`config.mk`:
```
export PLATFORM = sky130hd
export DESIGN_NAME = int_to_fp
export DESIGN_NICKNAME = d
export VERILOG_FILES = /design/src/rtl/int_to_fp.sv
export SDC_FILE = /design/constraint.sdc
export NUM_CORES = 1
export LEC_CHECK = 0
export ABC_CLOCK_PERIOD_IN_PS = 6900
export CELL_PAD_IN_SITES_DETAIL_PLACEMENT = 0
export CELL_PAD_IN_SITES_GLOBAL_PLACEMENT = 1
export CORE_ASPECT_RATIO = 0.9
export CORE_MARGIN = 10
export CORE_UTILIZATION = 40
export DETAILED_ROUTE_END_ITERATION = 10
export PLACE_DENSITY = 0.72
export SLEW_MARGIN = 20
export SYNTH_ARGS = -nofsm -noshare
export SYNTH_HDL_FRONTEND = slang
export SYNTH_SLANG_ARGS = --single-unit
export TNS_END_PERCENT = 50
```
`constraint.sdc`:
```
create_clock -name s00_axi_aclk -period 6.9 [get_ports s00_axi_aclk]
set_input_delay 1.035 -clock s00_axi_aclk [delete_from_list [all_inputs] [get_ports s00_axi_aclk]]
set_output_delay 1.035 -clock s00_axi_aclk [all_outputs]
set_load 0.005 [all_outputs]
```
`src/rtl/int_to_fp.sv`:
```
// int_to_fp: streaming signed fixed-point (Q.FRAC_BITS) to IEEE-754 single
// converter. Three registered stages (magnitude, normalize, round/pack)
// advance together under one enable driven by downstream backpressure.
module int_to_fp #(
   parameter int DATA_WIDTH = 32,
   parameter int FRAC_BITS  = 0
) (
   input  logic                    s00_axi_aclk,
   input  logic                    s00_axi_areset,
   output logic                    s00_axis_tready,
   input  logic [DATA_WIDTH-1:0]   s00_axis_tdata,
   input  logic                    s00_axis_tlast,
   input  logic                    s00_axis_tvalid,
   output logic                    m00_axis_tvalid,
   output logic [DATA_WIDTH-1:0]   m00_axis_tdata,
   output logic [DATA_WIDTH/8-1:0] m00_axis_tstrb,
   output logic                    m00_axis_tlast,
   input  logic                    m00_axis_tready
);

   localparam int STAGES = 3;

   typedef struct packed {
      logic        sign;
      logic [31:0] mag;
      logic        last;
   } s1_t;

   typedef struct packed {
      logic        sign;
      logic        zero;
      logic [4:0]  lz;
      logic [30:0] norm;   // normalized magnitude below the implicit one
      logic        last;
   } s2_t;

   logic [STAGES:1] vld_pipe;
   logic            en;
   s1_t             s1_d, s1_q;
   s2_t             s2_d, s2_q;
   logic [31:0]     norm_full;
   logic [31:0]     res_d, res_q;
   logic            last_q;

   // Leading-zero count; the highest set bit wins. Zero input yields 0,
   // which is harmless because zero is flagged separately.
   function automatic logic [4:0] lzc(input logic [31:0] v);
      logic [4:0] n;
      n = 5'd0;
      for (int i = 0; i < 32; i++)
         if (v[i]) n = 5'(31 - i);
      return n;
   endfunction

   // Whole pipeline stalls only when the output word is held by the consumer.
   assign en              = !vld_pipe[STAGES] || m00_axis_tready;
   assign s00_axis_tready = en;

   // S1 input: sign and magnitude; -0x80000000 wraps back to 0x80000000,
   // which is the correct unsigned magnitude.
   always_comb begin
      s1_d      = '0;
      s1_d.sign = s00_axis_tdata[31];
      s1_d.mag  = s00_axis_tdata[31] ? (~s00_axis_tdata + 32'd1) : s00_axis_tdata;
      s1_d.last = s00_axis_tlast;
   end

   // S2 input: normalize so bit 31 is the leading one; a magnitude of zero is
   // the only case where bit 31 stays clear after the shift.
   always_comb begin
      s2_d      = '0;
      s2_d.lz   = lzc(s1_q.mag);
      norm_full = s1_q.mag << s2_d.lz;
      s2_d.zero = !norm_full[31];
      s2_d.norm = norm_full[30:0];
      s2_d.sign = s1_q.sign;
      s2_d.last = s1_q.last;
   end

   // S3 input: biased exponent, round-to-nearest-even, pack. The exponent
   // never drops below 65, so no denormal path exists.
   always_comb begin
      logic [8:0]  exp_base;
      logic [7:0]  exp_fin;
      logic [23:0] mant_rnd;
      logic        guard, sticky, rnd;
      exp_base = 9'd158 - {4'd0, s2_q.lz} - 9'(FRAC_BITS);
      guard    = s2_q.norm[7];
      sticky   = |s2_q.norm[6:0];
      rnd      = guard && (sticky || s2_q.norm[8]);
      mant_rnd = {1'b0, s2_q.norm[30:8]} + {23'd0, rnd};
      exp_fin  = exp_base[7:0] + {7'd0, mant_rnd[23]};
      res_d    = s2_q.zero ? 32'd0 : {s2_q.sign, exp_fin, mant_rnd[22:0]};
   end

   // Valid shift register: bubbles enter as cleared bits and travel with data.
   always_ff @(posedge s00_axi_aclk) begin
      if (s00_axi_areset)
         vld_pipe <= '0;
      else if (en)
         vld_pipe <= {vld_pipe[STAGES-1:1], s00_axis_tvalid};
   end

   // Stage data registers; all hold together while stalled.
   always_ff @(posedge s00_axi_aclk) begin
      if (s00_axi_areset) begin
         s1_q   <= '0;
         s2_q   <= '0;
         res_q  <= '0;
         last_q <= 1'b0;
      end else if (en) begin
         s1_q   <= s1_d;
         s2_q   <= s2_d;
         res_q  <= res_d;
         last_q <= s2_q.last;
      end
   end

   assign m00_axis_tvalid = vld_pipe[STAGES];
   assign m00_axis_tdata  = res_q;
   assign m00_axis_tlast  = last_q;
   assign m00_axis_tstrb  = '1;

endmodule

```
## Word level (Yosys, flattened, before mapping)

Cells that the tools add are included.

| storage, ports and cells | value |
|---|---|
| bits in registers | 109 |
| input port bits | 37 |
| output and inout bits | 39 |
| logic and storage cells | 57 |

| cells by class | value |
|---|---|
| add/sub/neg operators | 4 |
| shifts and indexed selects | 1 |
| muxes and demuxes | 34 |
| bitwise operators | 1 |
| reduce and logical (&&, ||, !) cells | 6 |

Operator list:

| operator | number |
|---|---|
| $mux W5 | 32 |
| $mux W32 | 2 |
| $add A32 B1 Y32 const B | 1 |
| $not A32 Y32 | 1 |
| $shl A32 B5 Y32 | 1 |
| $add A23 B1 Y24 | 1 |
| $add A8 B1 Y8 | 1 |
| $sub A8 B5 Y8 const A | 1 |
| $reduce_or A7 Y1 | 1 |
| $logic_not A1 Y1 | 2 |
| $logic_or A1 B1 Y1 | 2 |
| $logic_and A1 B1 Y1 | 1 |

## Depth between registers and ports, before layout

Gate-level depths: netlist (run 1).

| logic depth | value |
|---|---|
| depth in word-level cells | 34 |
| depth in mapped cells | 13 |
| mapped depth without buffers | 13 |

## Worst setup path after synthesis (run 1)

Ideal clock, no wire load.

| path | value |
|---|---|
| path type | input -> register |
| start point | in s00_axis_tdata[4] |
| end point | reg s1_q[30] (netlist name) |
| library setup time | 0.086 ns |
| arrival | 3.436 ns |
| data required time | 6.814 ns |
| setup slack | 3.378 ns |
| stages | 10 |
| buffers on the path | 1 |
| cells stage by stage | or4_4 nor3_2 nand3_1 or3_1 buf_2 or4_4 or2_4 o41ai_2 xor2_1 a211oi_1 |

| between the ends | value |
|---|---|
| cells in the longest elaborated chain, start to end | 3 |

RTL lines:

| item | RTL line | RTL |
|---|---|---|
| start, declared | 11 | `input logic [DATA_WIDTH-1:0] s00_axis_tdata,` |
| $not A32 Y32 | 64 | `s1_d.mag = s00_axis_tdata[31] ? (~s00_axis_tdata + 32'd1) : s00_axis_tdata;` |
| $add A32 B1 Y32 | 64 |  |
| $mux W32 | 64 |  |
| end signal, assigned | 107 | `s1_q <= '0;` |
| end signal, assigned | 112 | `s1_q <= s1_d;` |
| end, declared | 39 | `s1_t s1_d, s1_q;` |

Every way passes these cells.
A chain may end at the register's enable or synchronous reset.

## Worst setup path after layout (run 1)

| path | value |
|---|---|
| start point | reg s1_q[18] (netlist name) |
| end point | reg s2_q[31] (netlist name) |

| between the ends | value |
|---|---|
| cells in the longest elaborated chain, start to end | 16 |

RTL lines:

| item | RTL line | RTL |
|---|---|---|
| $mux W5 (15 in a row) | 51 | `if (v[i]) n = 5'(31 - i);` |
| $shl A32 B5 Y32 (*) | 73 | `norm_full = s1_q.mag << s2_d.lz;` |
| end signal, assigned | 108 | `s2_q <= '0;` |
| end signal, assigned | 113 | `s2_q <= s2_d;` |
| end, declared | 40 | `s2_t s2_d, s2_q;` |

Mark *: on every way between the ends. The rest lies on a longest branch, timed or not.

==> summary.txt, run 1 <==
CTS max path bufs = 2
Worst reg2reg path startpoint = s1_q[18]$_SDFFE_PP0P_
H-tree depth = 3
1st-iter DRT viols = 622
Pin slew with the least headroom to its limit = 1.06 ns
Initial Util = 40.7%
Final Critical Period = 4.02 ns
PD cells = 251 nW/um2
Post-synthesis sequential area ratio = 30.3%
Static Leak = 3.02 nW
Total negative slack = 0 ns
Hold-critical path endpoint = m00_axis_tdata[0]$_SDFFE_PP0P_
# setup viols final = 0
DP HPWL = 16.6 mm
Finished Layout Cells = 1158
CP max stage delay = 0.63 ns
GRT overflow = 0
Status = finished clean
GPL Wtd Cong = 0.940
Ys async rst share = 0%
Syn. warnings = 0
Synth top cells by count = dfxtp_1, nor2_1, nand2_1
Worst min-delay path category = reg2reg
GRT Total Usage = 18.9%
Detail Route Antenna Nets = 0
# IOs = 76
Largest cells by area after synthesis = dfxtp_1, mux2i_1, nor2_1
Antenna violations before repair = 0
Layout cells sized above 1 = 7.52%
Core area = 17700 um2
Post_cts resized = 0
Syn_area_per_cell = 7.90 um2
Routed Wire Length = 22.8 mm
Synth cell types = 75
Vias per cell = 5.96
Hold path startpoint = m00_axis_tdata[0]$_SDFFE_PP0P_
Vias = 6899
F_max = 0.249 GHz
Final Util = 46.6%
Wire per inst = 19.7 um
Crit share post-route = 58.3%
Peak supply drop = 139 uV
Setup Crit Path Kind = reg2reg
Clk slew on worst S/H paths = 0.08 ns
Die area = 23800 um2
CP required = 7.18 ns
Overall die height = 147 um
Remaining DRCs = 0
Slew Viols, Final = 0
Synthesized flop and latch total = 109
Clk_skew = 0.00841 ns
CTS tree = yes
Most frequent cell after synthesis = dfxtp_1
WHS = 0.454 ns
Max cap viols = 0
Cells along the critical path = nor4_1 -> a21oi_1 -> a21oi_2 -> nand2b_1 -> buf_4 -> a211oi_1 -> a311oi_1 -> a2bb2oi_1 -> a21bo_2 -> a41oi_1
Cell count after synthesis = 911
Die X = 161 um
Yosys top cell by area = dfxtp_1
Final Hold Violating Endpoints = 0
Top cell type's share of synthesized area = 30.3%
Clk_lat worst skew = 0.36 ns
Post-synth EDFFs = 0
Crit-path max FO = 24
Fin nets = 954
Port bufs = 71
Total CTS buffers = 9
Mapped Area = 7200 um2
DR pass1 iterations = 5
CTS root buf = clkbuf_16
Pin count of the biggest net entering global routing = 91
First-pass GRT wire length = 36.9 mm
Worst R2R Setup Slack = 2.88 ns
CTS Sinks = 109
Setup Buffers After CTS = 0
Reg2Reg Depth = 10
Layout area overhead = 14.3%
Tot Pwr = 0.00206 W
Ys flop type = dfxtp_1
Worst Hold Depth = 2
CP arrival = 4.30 ns
Std-Cell Rows = 46
Worst setup EP type = flop
Vias in the first global route = 6588
Unrepaired setup endpoints after global routing = no
CP max-delay cell = nor4_1
Worst setup SP type = flop
Hold buffers post-CTS = 0
Placed Cells = 1142
R2r endpoint = s2_q[31]$_SDFFE_PP0P_
Slew headroom = 29.3%
Diodes inserted = 0
[per-layer routing]
layer	GRT usage, %	part of all wire, %	up-vias
met2	28.4	44	222
met4	4.18	1.0	0
met5	0	0	-
met3	5.34	8.0	16
li1	-	-	3345
met1	26.1	47	3316
[flip-flops by register name (all words and copies together) (netlist names)]
| signal | flops |
|---|---|
| s1_q | 34 |
| vld_pipe | 3 |
| m00_axis_tlast | 1 |
| s2_q | 39 |
| m00_axis_tdata | 32 |
[worst max-delay path: cells and delay by family, from the launching register on]
kind                   cells  cell delay, ns
AO/OA/AOI/OAI              7            1.84
buffers and inverters      1            0.43
flip-flops                 1            0.44
AND/OR/NAND/NOR            2            1.21
[per-stage QoR]
step                worst slack (ns)  area (um2)
floorplan                       3.38        7210
global placement                2.68        7900
detailed placement              2.60        7900
CTS                             2.97        8220
global route                    2.69        8230
finish                          2.88        8230
[worst max path at each step]
stage / slack (ns) / cells after the start / from / to
3_5_place_dp: 2.60 / 10 / s00_axis_tdata[2] / s1_q[30]$_SDFFE_PP0P_
3_3_place_gp: 2.68 / 10 / s00_axis_tdata[4] / s1_q[31]$_SDFFE_PP0P_
6_report: 2.88 / 10 / s1_q[18]$_SDFFE_PP0P_ / s2_q[31]$_SDFFE_PP0P_
4_1_cts: 2.97 / 10 / s00_axis_tdata[4] / s1_q[30]$_SDFFE_PP0P_
2_1_floorplan: 3.38 / 10 / s00_axis_tdata[4] / s1_q[30]$_SDFFE_PP0P_
5_1_grt: 2.69 / 10 / s1_q[18]$_SDFFE_PP0P_ / s2_q[31]$_SDFFE_PP0P_
[power breakdown]
group          total [W]  leakage, nW  internal (W)  switching, W
clock network   0.000562        0.160      0.000307      0.000255
registers       0.000806        0.898      0.000706     0.0000998
logic           0.000696         1.96      0.000303      0.000393
total            0.00206         3.02       0.00132      0.000747
[logic make-up after synthesis]
logic type,synth area share [%]
AND/OR/NAND/NOR,21.0
AO/OA/AOI/OAI,25.4
flip-flops,30.3
buffers and inverters,6.38
multiplexers,9.72
XOR/XNOR,6.45
adder cells (fa/ha/maj),0.695
other,0.0521
[layout by cell type, fill, tap and decap left out, types with 10 or more instances in the layout]
master | Yosys | final
nor4_1 | 11 | 10
mux2i_1 | 44 | 44
o21ai_0 | 34 | 33
a22oi_1 | 40 | 40
clkdlybuf4s50_1 | 0 | 69
xor2_1 | 30 | 30
dfxtp_1 | 109 | 109
nand2_1 | 88 | 88
a22o_1 | 11 | 11
a211oi_1 | 35 | 35
nand3_1 | 15 | 15
nor2_1 | 108 | 106
a21oi_1 | 48 | 48
mux2_2 | 13 | 13
xnor2_1 | 23 | 23
nor3_1 | 22 | 22
o31ai_1 | 11 | 11
inv_1 | 18 | 18
or4_1 | 11 | 11
[cell type report]
cell class,instances,area [um2]
Clock buffer,11,253
Clock inverter,5,66.3
Fill cell,1784,9440
Inverter,19,71.3
Multi-Input combinational cell,696,4600
Sequential cell,109,2180
Tap cell,240,300
Timing Repair Buffer,78,753
Power figures use the tool's default switching activity.
==> inputs of run 2 (changes only) <==
--- a/config.mk
+++ b/config.mk
@@ -5,14 +5,14 @@
 export SDC_FILE = /design/constraint.sdc
 export NUM_CORES = 1
 export LEC_CHECK = 0
-export ABC_CLOCK_PERIOD_IN_PS = 6900
+export ABC_CLOCK_PERIOD_IN_PS = 3380
 export CELL_PAD_IN_SITES_DETAIL_PLACEMENT = 0
 export CELL_PAD_IN_SITES_GLOBAL_PLACEMENT = 1
 export CORE_ASPECT_RATIO = 0.9
 export CORE_MARGIN = 10
-export CORE_UTILIZATION = 40
+export CORE_UTILIZATION = 39
 export DETAILED_ROUTE_END_ITERATION = 10
-export PLACE_DENSITY = 0.72
+export PLACE_DENSITY = 0.74
 export SLEW_MARGIN = 20
 export SYNTH_ARGS = -nofsm -noshare
 export SYNTH_HDL_FRONTEND = slang
==> constraint.sdc (replaced) <==
create_clock -name s00_axi_aclk -period 3.38 [get_ports s00_axi_aclk]
set_input_delay 0.507 -clock s00_axi_aclk [delete_from_list [all_inputs] [get_ports s00_axi_aclk]]
set_output_delay 0.507 -clock s00_axi_aclk [all_outputs]
set_load 0.005 [all_outputs]
==> run 2 against run 1 <==
Against the previous run:
- register-to-register slack got worse by 2.7 ns
- combinational power increased by 130%
- clock power increased by 94%
- design area increased by 6.4%
- global-route usage decreased by 1.4 points
- critical endpoint is now s2_q[26]$_SDFFE_PP0P_
- die area increased by 2.2%
- largest cell class unchanged
- sequential power increased by 100%
- routed wire length decreased by 4.8%
==> summary.txt, run 2 (synthesized netlist as in run 1, its figures left out) <==
Status = finished clean
Fillers = 1829
CP arrival = 3.41 ns
Final Critical Period = 3.18 ns
Vias = 6925
Antenna violations before repair = 0
Overall die height = 149 um
Most common cell after layout, fill and taps aside = dfxtp_1
Total CTS buffers = 9
Vias per cell = 5.64
Vias in the first global route = 6500
Remaining DRCs = 0
Biggest register = s2_q
CTS max path bufs = 2
Pin slew with the least headroom to its limit = 0.959 ns
CP max-delay cell = a2111oi_0
Initial Util = 39.4%
Clk_skew = 0.0101 ns
Total negative slack = 0 ns
Max reg flops = 39
First-pass GRT wire length = 35.0 mm
Peak supply drop = 268 uV
Worst setup EP type = flop
Worst Setup Slack post-DPL = -0.177 ns
Port bufs = 71
Setup Crit Path Kind = reg2reg
GRT overflow = 0
Met3 Use GR = 3.12%
GR Layer Usage met1 = 23.8%
H-tree depth = 3
Final Hold Violating Endpoints = 0
Detail Route Antenna Nets = 0
Final WS setup = 0.202 ns
CTS root buf = clkbuf_16
Cells along the critical path = nor4_2 -> o21ai_0 -> and2_1 -> a22o_1 -> a32oi_1 -> a21oi_1 -> a2111oi_0 -> buf_4 -> o31a_1 -> o21ai_0
Cell mode on critical path = o21ai_0
GPL Wtd Cong = 0.945
CP required = 3.61 ns
Layout area overhead = 21.7%
Wire per inst = 17.7 um
Most frequent cells in the layout = dfxtp_1, nor2_1, nand2_1, clkdlybuf4s50_1, buf_4
Slew headroom = 35.5%
DR pass1 iterations = 5
Pin count of the biggest net entering global routing = 89
Die X = 163 um
Slew Viols, Final = 0
Static Leak = 3.34 nW
Crit-path max FO = 4
Worst setup SP type = flop
GRT Max-Usage Layer = met2
Clk slew on worst S/H paths = 0.08 ns
Worst min-delay path category = reg2reg
Routed Wire Length = 21.7 mm
Clk_lat worst skew = 0.36 ns
Met2 usage = 27.4%
1st-iter DRT viols = 459
DP HPWL = 16.7 mm
Die area = 24300 um2
# setup viols final = 0
CP max stage delay = 0.68 ns
F_max = 0.315 GHz
Core area = 18300 um2
Unrepaired setup endpoints after global routing = no
Crit share post-route = 94.0%
Worst R2R Setup Slack = 0.20 ns
CTS Sinks = 109
PD cells = 490 nW/um2
# IOs = 76
CTS tree = yes
Layout cells sized above 1 = 13.1%
Std-Cell Rows = 47
Max cap viols = 0
Diodes inserted = 0
GRT Total Usage = 17.4%
Fin nets = 1018
run 2: repair_timing:
action	in CTS	in global routing
setup buffers	0	0
hold buffers	0	0
endpoints found under the setup margin	0	2
gates resized for setup	0	2
run 2: path summary, 6_finish.rpt:
kind | startpoint | end | depth (start not counted)
max | s1_q[17]$_SDFFE_PP0P_ | s2_q[26]$_SDFFE_PP0P_ | 10
min | m00_axis_tlast$_SDFFE_PP0P_ | m00_axis_tlast$_SDFFE_PP0P_ | 2
max reg2reg | s1_q[17]$_SDFFE_PP0P_ | s2_q[26]$_SDFFE_PP0P_ | 10
min reg2reg | m00_axis_tlast$_SDFFE_PP0P_ | m00_axis_tlast$_SDFFE_PP0P_ | 2
run 2: area by class of cell:
cell class                      instances  area, um2  share of cell area (%)
Multi-Input combinational cell        696       4600                    52.5
Sequential cell                       109       2180                    24.9
Clock buffer                           11        233                    2.66
Clock inverter                          5       66.3                   0.757
Timing Repair Buffer                  142       1300                    14.9
Inverter                               19       71.3                   0.814
Tap cell                              245        307                    3.50
run 2: power breakdown:
group	switching (W)	leakage (nW)	internal, W
clock	0.000500	0.143	0.000587
combinational	0.000841	2.30	0.000753
sequential	0.000169	0.898	0.00144
total	0.00151	3.34	0.00278
run 2: per-layer routing:
metal  wire [um]  part of all wire, %
met5           0                    0
met4         446                  2.1
met3        1000                  4.6
met2        9760                   45
met1       10500                   48
run 2: metrics by stage:
| step | hold slack [ns] | total power (W) | instance area [um2] | instances | utilization [%] |
|---|---|---|---|---|---|
| 5_1_grt | 0.472 | 0.00453 | 8760 | 1227 | 47.9 |
| 2_1_floorplan | 0.432 | 0.00261 | 7210 | 914 | - |
| 4_1_cts | 0.456 | 0.00431 | 8750 | 1227 | 47.8 |
| 6_report | 0.451 | 0.00429 | 8760 | 1227 | 47.9 |
| 3_3_place_gp | 0.442 | 0.00321 | 8450 | 1211 | 46.2 |
| 3_5_place_dp | 0.446 | 0.00322 | 8450 | 1211 | 46.2 |
run 2: critical path, delay by kind of cell (launching register included):
| kind | cells | cell delay, ns |
|---|---|---|
| buf+inv | 1 | 0.21 |
| compound gates | 7 | 1.81 |
| flops | 1 | 0.35 |
| simple gates | 2 | 0.68 |
==> inputs of run 3 (changes only) <==
--- a/config.mk
+++ b/config.mk
@@ -12,7 +12,7 @@
 export CORE_MARGIN = 10
 export CORE_UTILIZATION = 39
 export DETAILED_ROUTE_END_ITERATION = 10
-export PLACE_DENSITY = 0.74
+export PLACE_DENSITY_LB_ADDON = 0.1
 export SLEW_MARGIN = 20
 export SYNTH_ARGS = -nofsm -noshare
 export SYNTH_HDL_FRONTEND = slang
==> run 3 against run 2 <==
Against the previous run:
- via count grew 4.0%
- largest power group is now combinational cells
- critical path depth shrank 3
- non-clock buffer count grew 13
- clock power grew 6%
- flip-flop and latch count is the same
- worst hold slack gained 0.0070 ns
- critical endpoint is now s2_q[25]$_SDFFE_PP0P_
==> summary.txt, run 3 (synthesized netlist as in run 1, its figures left out) <==
Antenna violations before repair = 0
Routed Wire Length = 24.9 mm
Initial Util = 39.4%
Pin count of the biggest net entering global routing = 66
Worst setup SP type = flop
Overall die height = 149 um
Final Hold Violating Endpoints = 0
Remaining DRCs = 0
Worst setup EP type = flop
GRT Total Usage = 20.2%
Biggest register = s2_q
Setup Buffers After CTS = 0
Crit-path max FO = 13
# IOs = 76
Cells along the critical path = or3_1 -> o21ai_1 -> a311o_2 -> buf_4 -> mux4_2 -> a221oi_1 -> o21ai_1
Core area = 18300 um2
CP required = 3.62 ns
Tot Pwr = 0.00445 W
Placed Cells = 1224
Slew headroom = 47.4%
First-pass GRT wire length = 39.7 mm
CTS root buf = clkbuf_16
Clk_lat worst skew = 0.36 ns
Pin slew with the least headroom to its limit = 0.786 ns
Clk_skew = 0.0105 ns
H-tree depth = 3
Static Leak = 3.42 nW
Status = finished clean
Clk slew on worst S/H paths = 0.08 ns
Most frequent cells in the layout = dfxtp_1, nor2_1, nand2_1, buf_4, clkdlybuf4s50_1
Vias per cell = 5.81
CTS tree = yes
DR pass1 iterations = 5
Max reg flops = 39
Total CTS buffers = 9
Max cap viols = 0
WHS = 0.458 ns
Wire per inst = 20.0 um
GPL Wtd Cong = 0.953
Port bufs = 71
Cell mode on critical path = o21ai_1
Fillers = 1795
CP arrival = 3.50 ns
1st-iter DRT viols = 557
F_max = 0.307 GHz
PD cells = 502 nW/um2
Vias in the first global route = 6997
Setup Crit Path Kind = reg2reg
Final Critical Period = 3.25 ns
Die X = 163 um
CP max stage delay = 0.56 ns
Crit share post-route = 96.2%
Most common cell after layout, fill and taps aside = dfxtp_1
CTS Sinks = 109
Peak supply drop = 285 uV
Layout cells sized above 1 = 14.4%
Layout area overhead = 23.1%
Worst min-delay path category = reg2reg
Slew Viols, Final = 0
Unrepaired setup endpoints after global routing = yes
GRT overflow = 0
Vias = 7202
DP HPWL = 19.0 mm
Diodes inserted = 0
CTS max path bufs = 2
CP max-delay cell = mux4_2
Die area = 24300 um2
Fin nets = 1031
Finished Layout Cells = 1240
# setup viols final = 0
Detail Route Antenna Nets = 0
Std-Cell Rows = 47
-- run 3: changes by cell type in the layout (fill, tap and decap cells not counted), sizes merged --
cell      change
buf          +13
clkinv        +4
clkbuf        -2
clkinvlp      -1
inv           -1
-- run 3: power breakdown --
| group | leakage [nW] | switching [W] | internal, W |
|---|---|---|---|
| logic | 2.37 | 0.000903 | 0.000779 |
| clock network | 0.155 | 0.000562 | 0.000595 |
| registers | 0.898 | 0.000172 | 0.00144 |
| total | 3.42 | 0.00164 | 0.00282 |
-- run 3: layout make-up --
type	count	area (um2)	share of cell area, %
clock buffer	9	225	2.54
tap	245	307	3.46
multi-input combinational	696	4610	52.0
clock inverter	7	92.6	1.04
sequential	109	2180	24.6
inverter	19	71.3	0.805
timing repair buffer	155	1370	15.5
-- run 3: what timing repair did --
action,CTS,global route
gates resized for setup,0,4
setup endpoints to repair,0,13
hold buffers,0,0
-- run 3: critical path: cells and delay by family, from the launching register on --
kind / cells / cell delay, ns
AND/OR/NAND/NOR: 1 / 0.41
AO/OA/AOI/OAI: 4 / 1.50
flip-flops: 1 / 0.43
buffers and inverters: 1 / 0.22
multiplexers: 1 / 0.56
-- run 3: routing by layer --
layer / routed length, um / track usage (%) / share of wire (%)
met1: 12300 / 29.2 / 50
met2: 10800 / 31.0 / 44
met3: 1520 / 3.78 / 6.1
met5: 0 / 0 / 0
met4: 184 / 3.29 / 0.74
-- run 3: metrics by stage --
stage | setup TNS [ns] | setup WS [ns] | utilization (%) | area, um2
after CTS | 0 | 0.102 | 48.3 | 8840
after global placement | -0.872 | -0.197 | 46.6 | 8520
after detailed placement | -1.16 | -0.207 | 46.6 | 8520
after floorplan | 0 | 0.386 | - | 7210
final | 0 | 0.127 | 48.5 | 8860
after global routing | -0.0162 | -0.0105 | 48.5 | 8860
-- run 3: worst paths after layout --
path	start	cells after the start	endpoint	slack, ns
worst max-delay path	s1_q[7]$_SDFFE_PP0P_	7	s2_q[25]$_SDFFE_PP0P_	0.13
worst min-delay path	s1_q[33]$_SDFFE_PP0P_	2	s1_q[33]$_SDFFE_PP0P_	0.46
worst max register to register	s1_q[7]$_SDFFE_PP0P_	7	s2_q[25]$_SDFFE_PP0P_	0.13
worst min register to register	s1_q[33]$_SDFFE_PP0P_	2	s1_q[33]$_SDFFE_PP0P_	0.46
